File: config.mk
export PLATFORM = sky130hd
export DESIGN_NAME = inst_fetch
export DESIGN_NICKNAME = d
export VERILOG_FILES = /design/src/rtl/inst_fetch.sv
export SDC_FILE = /design/constraint.sdc
export NUM_CORES = 1
export LEC_CHECK = 0
export ABC_AREA = 1
export BUFFER_PORTS_ARGS = -buffer_cell sky130_fd_sc_hd__buf_2
export CAP_MARGIN = 30
export CORE_UTILIZATION = 43
export CTS_BUF_LIST = sky130_fd_sc_hd__clkbuf_2 sky130_fd_sc_hd__clkbuf_4 sky130_fd_sc_hd__clkbuf_8
export DETAILED_ROUTE_END_ITERATION = 8
export MAX_ROUTING_LAYER = met4
export PLACE_DENSITY_LB_ADDON = 0.08
export RECOVER_POWER = 25
export SLEW_MARGIN = 15
export SYNTH_ARGS = -nofsm -noshare
export SYNTH_HDL_FRONTEND = slang
export SYNTH_SLANG_ARGS = --single-unit
File: constraint.sdc
create_clock -name clk -period 1.9 [get_ports clk]
set_input_delay 0.095 -clock clk [delete_from_list [all_inputs] [get_ports clk]]
set_output_delay 0.095 -clock clk [all_outputs]
set_load 0.02 [all_outputs]
File: src/rtl/inst_fetch.sv
// Byte-serial instruction fetcher: reads opcode then N operand bytes from
// byte-wide program memory (single outstanding request) and presents
// opc/opl/inst_pc to the decoder under inst_valid/inst_ready.
// Ports: clk/rst (sync, active-high); mem_req/mem_addr/mem_valid/mem_rdata
// memory side; opc/opl/inst_pc/inst_valid/inst_ready decode side;
// jmp_en/jmp_addr redirect from execute.
// Optional macro FETCH_ILLEGAL_TRAP_EN: opc[7]=1 traps (extra output ill).
module inst_fetch #(
  parameter int            AW       = 16,
  parameter logic [AW-1:0] RESET_PC = '0
) (
  input  logic          clk,
  input  logic          rst,
  output logic          mem_req,
  output logic [AW-1:0] mem_addr,
  input  logic          mem_valid,
  input  logic [7:0]    mem_rdata,
  output logic [7:0]    opc,
  output logic [63:0]   opl,
  output logic [AW-1:0] inst_pc,
  output logic          inst_valid,
  input  logic          inst_ready,
  input  logic          jmp_en,
  input  logic [AW-1:0] jmp_addr
`ifdef FETCH_ILLEGAL_TRAP_EN
  ,
  output logic          ill
`endif
);

  typedef enum logic [2:0] {
    S_OPC,
    S_OWAIT,
    S_OPL,
    S_LWAIT,
    S_HOLD
`ifdef FETCH_ILLEGAL_TRAP_EN
    ,
    S_TRAP
`endif
  } state_t;

  state_t        state, state_n;
  logic [AW-1:0] pc, pc_n;
  logic [2:0]    cnt, cnt_n;
  logic          drop, drop_n;
  logic [7:0]    opc_n;
  logic [63:0]   opl_n;
  logic [AW-1:0] inst_pc_n;
  logic          inst_valid_n;
  logic [3:0]    len;

  // Operand byte count selected by the two low opcode bits.
  function automatic logic [3:0] operand_len(input logic [7:0] o);
    if (o[0])      return 4'd5;
    else if (o[1]) return 4'd8;
    else           return 4'd2;
  endfunction

  assign len      = operand_len(opc);
  assign mem_addr = pc;

`ifdef FETCH_ILLEGAL_TRAP_EN
  assign ill = (state == S_TRAP);
`endif

  always_comb begin
    state_n      = state;
    pc_n         = pc;
    cnt_n        = cnt;
    drop_n       = drop;
    opc_n        = opc;
    opl_n        = opl;
    inst_pc_n    = inst_pc;
    inst_valid_n = inst_valid;
    mem_req      = 1'b0;

    // A response to a request abandoned by a jump is swallowed here.
    if (drop && mem_valid) drop_n = 1'b0;

    case (state)
      S_OPC: begin
        if (!drop) begin
          mem_req = 1'b1;
          state_n = S_OWAIT;
        end
      end
      S_OWAIT: begin
        if (mem_valid) begin
          opc_n     = mem_rdata;
          inst_pc_n = pc;
          opl_n     = '0;
          cnt_n     = '0;
          pc_n      = pc + AW'(1);
`ifdef FETCH_ILLEGAL_TRAP_EN
          if (mem_rdata[7]) begin
            state_n      = S_TRAP;
            inst_valid_n = 1'b1;
          end else begin
            state_n = S_OPL;
          end
`else
          state_n = S_OPL;
`endif
        end
      end
      S_OPL: begin
        mem_req = 1'b1;
        state_n = S_LWAIT;
      end
      S_LWAIT: begin
        if (mem_valid) begin
          opl_n[{cnt, 3'b000} +: 8] = mem_rdata;
          pc_n  = pc + AW'(1);
          cnt_n = cnt + 3'd1;
          if (({1'b0, cnt} + 4'd1) == len) begin
            state_n      = S_HOLD;
            inst_valid_n = 1'b1;
          end else begin
            state_n = S_OPL;
          end
        end
      end
      S_HOLD: begin
        if (inst_ready) begin
          inst_valid_n = 1'b0;
          state_n      = S_OPC;
        end
      end
      default: ;
    endcase

    // Redirect overrides everything. A request still in flight (or an
    // already-pending discard) must have its response dropped later.
    if (jmp_en) begin
      pc_n         = jmp_addr;
      inst_valid_n = 1'b0;
      state_n      = S_OPC;
      mem_req      = 1'b0;
      drop_n       = !mem_valid &&
                     (drop || state == S_OWAIT || state == S_LWAIT);
    end

    if (rst) mem_req = 1'b0;
  end

  always_ff @(posedge clk) begin
    if (rst) begin
      state      <= S_OPC;
      pc         <= RESET_PC;
      cnt        <= '0;
      drop       <= 1'b0;
      opc        <= '0;
      opl        <= '0;
      inst_pc    <= RESET_PC;
      inst_valid <= 1'b0;
    end else begin
      state      <= state_n;
      pc         <= pc_n;
      cnt        <= cnt_n;
      drop       <= drop_n;
      opc        <= opc_n;
      opl        <= opl_n;
      inst_pc    <= inst_pc_n;
      inst_valid <= inst_valid_n;
    end
  end

endmodule

==> impl_metrics.csv <==
group,metric,value,unit
floorplan,ios,135,
timing,rsz0062_at_grt,"true",
floorplan,core,10800,um^2
setup_path,path_buf_inv,3,
power,max-vdd-ir-drop,0.410,mV
setup_path,worst_path_dominant_cell_family,"adder cells",
setup_path,critPathMaxFanout,8,
cts,htreeDepth,3,
synth,synth_cell_types,33,
setup_path,crit_path_max_incr_delay,0.34,ns
finish,instances_no_fill,976,
timing,finalWorstSetupSlack,0.0653,ns
timing,period_share,0.966,
worst_hold_path,min_path_type,"primary input to flop",
route,drt_drc_violations_left,0,
synth,seq_area_frac_synth,0.469,
synth,synthCells,667,
finish,area_growth,27.1,%
global_route,antenna_found_initial,0,
synth,synth.top_cell.area_share,0.469,
synth,synthesis.nets,701,
power,seqPwrFrac,0.548,
setup_path,crit_chain,"inv_1 -> ha_2 -> ha_1 -> inv_1 -> nand3_1 -> nor2_4 -> buf_4 -> nand2_1 -> a21oi_1",
synth,avgSynthCellArea,7.16,um^2
cts,cts_root_buf,"clkbuf_8",
setup_path,r2r-end,"opl[7]",
global_route,grt_use_met1,0.367,
global_route,grt_pass1_vias,4540,
setup_path,r2r_start,"cnt[0]",
setup_path,end_kind,"flop",
power,clkPwrFrac,0.362,
power,leakagePower,0.00252,uW
finish,final_common_cell,"nand2_1",
setup_path,cpMostUsedCell,"inv_1",
floorplan,die_w,107,um
route,vias_per_cell,5.08,
power,internal-power,3290,uW
placement,dpl_cell_area,5780,um^2
route,wirelength,14.3,mm
run_status,status,"finished, final reports clean",
route,drtPass1Iterations,5,
route,wl_per_cell,14.6,um
synth,ys_top_cells_by_area,"dfxtp_1, nand2_1, a21oi_1, o21ai_0, inv_1",
cts,clk_pin_slew,0.11,ns
global_route,gr-total-overflow,0,
floorplan,die_h,107,um
global_route,grt_pass1_wl,22.6,mm
worst_hold_path,hold_end,"opc[5]",
setup_path,r2r.worst_path.cells,9,
cts,cts_buffers,9,
placement,dp.cells,951,
route,detail_route.iter0.violations,294,
timing,setup_violations,0,
route,ant_nets,0,
synth,ys_ff_latch,112,
finish,diodes,0,
setup_path,startpoint_type,"flop",
timing,hold_viol_final,0,
global_route,grtUsageTotal,0.260,
global_route,use_met3,0.0466,
synth,ys_warn_count,0,
placement,post-place-ws,0.0725,ns
power,p_per_area,734,nW/um^2
floorplan,die_area,11500,um^2
timing,max_slew_margin,0.455,
cts,insertion_delay,0.38,ns
synth,yosysTopAreaCell,"dfxtp_1",
floorplan,row_count,38,
route,via_count,4962,
setup_path,reg2reg_slack,0.07,ns
timing,period_needed,1.83,ns
finish,final_cell_mix,"nand2_1, dfxtp_1, a21oi_1, buf_2, inv_1",
setup_path,path_class,"flop to flop",
setup_path,critical_path_required,2.21,ns
power,swShare,0.263,
power,p_switching,1170,uW
timing,fin_skew,0.00864,ns
timing,clock.fmax,545,MHz
setup_path,arrival,2.14,ns
power,combPwrFrac,0.090,
placement,hpwl,10.3,mm
cts,clockBufferDepth,2,
worst_hold_path,min_from,"mem_rdata[5]",
synth,syn_area,4780,um^2
cts,clock_sinks,112,
finish,drive_gt1_frac,0.195,
global_route,grt_start_max_net_pins,80,
finish,design_area,6070,um^2
timing,worstMarginPinSlew,0.817,ns
cts,cts_tree,"done",
placement,io_buffers,134,
floorplan,start_util,0.441,
placement,place_congestion,0.868,
worst_hold_path,holdPathStages,3,
setup_path,cp_slowest_cell,"dfxtp_1",
run,max-cap-violations,0,
global_route,grtUsageMet2,0.390,
timing,finalMaxSlewViolations,0,
global_route,busiest_layer,"met2",
finish,fin_nets,865,
-- Yosys cell counts, drive strengths merged --
cell	number
clkinv	1
a22oi	1
inv	53
nand4	5
buf	12
nand3	29
a211oi	1
dfxtp	112
clkbuf	12
o21ai	50
xnor2	2
o211ai	1
ha	5
nor2	60
a31oi	4
a21oi	99
nor3	4
nand2	212
nand3b	1
xor2	3
-- metal layers --
metal | vias up | part of all wire | routed length (um)
li1 | 2491 | - | -
met3 | 8 | 0.058 | 834
met5 | - | 0 | 0
met2 | 152 | 0.45 | 6430
met4 | 0 | 0.0074 | 106
met1 | 2311 | 0.48 | 6920
-- cell type report --
cell class	count	area, um^2
Clock buffer	9	124
Clock inverter	7	100
Fill cell	1100	4770
Inverter	54	208
Multi-Input combinational cell	477	2250
Sequential cell	112	2240
Tap cell	140	175
Timing Repair Buffer	177	968
-- tightest hold or removal path, cell delays in order --
cell and delay, ns:
buf_2 0.12, nor2_1 0.05, nor2_1 0.09
-- worst max-delay path by stage --
stage	startpoint	slack, ns	depth (start not counted)	to
after CTS	cnt[0]	0.03	9	opl[3]
after global placement	cnt[0]	0.13	10	opl[51]
after floorplan	cnt[0]	-0.02	9	opl[10]
final	cnt[0]	0.07	9	opl[7]
after detailed placement	cnt[1]	0.07	9	opl[3]
after global routing	cnt[1]	-0.04	9	opl[7]
-- through the flow --
stage          utilization  TNS [ns]  power, uW  hold WS (ns)
2_1_floorplan            -    -0.125       2740         0.173
3_3_place_gp         0.533         0       2880         0.363
3_5_place_dp         0.533         0       2880         0.375
4_1_cts              0.562         0       4490      0.000894
5_1_grt              0.560    -0.394       4640       0.00217
6_report             0.560         0       4460        0.0124
-- registers in the layout, summed over array words and instances (netlist names) --
register    flops
mem_addr       16
opl            64
state           3
drop            1
inst_pc        16
inst_valid      1
opc             8
cnt             3
-- cell families (layout without fill, tap and decap cells) --
family | after synthesis | in the layout | synth area share
flops | 112 | 112 | 0.469
xor+xnor | 5 | 5 | 0.00917
buf+inv | 78 | 247 | 0.0691
simple gates | 311 | 311 | 0.266
compound gates | 156 | 156 | 0.173
fa+ha+maj | 5 | 5 | 0.0131
-- power groups by stage --
stage	clock network [uW]	registers (uW)	logic [uW]
after floorplan	0	2550	191
after global placement	0	2490	385
after detailed placement	0	2500	389
after CTS	1650	2440	405
after global routing	1740	2450	444
final	1610	2440	402
-- what timing repair did --
item                                   CTS  global route
buffers inserted                         0             0
gates resized for setup                  0             9
setup endpoints to repair                0            49
endpoints found under the hold margin    8             0
hold buffers                             9             0
Power figures use the tool's default switching activity.
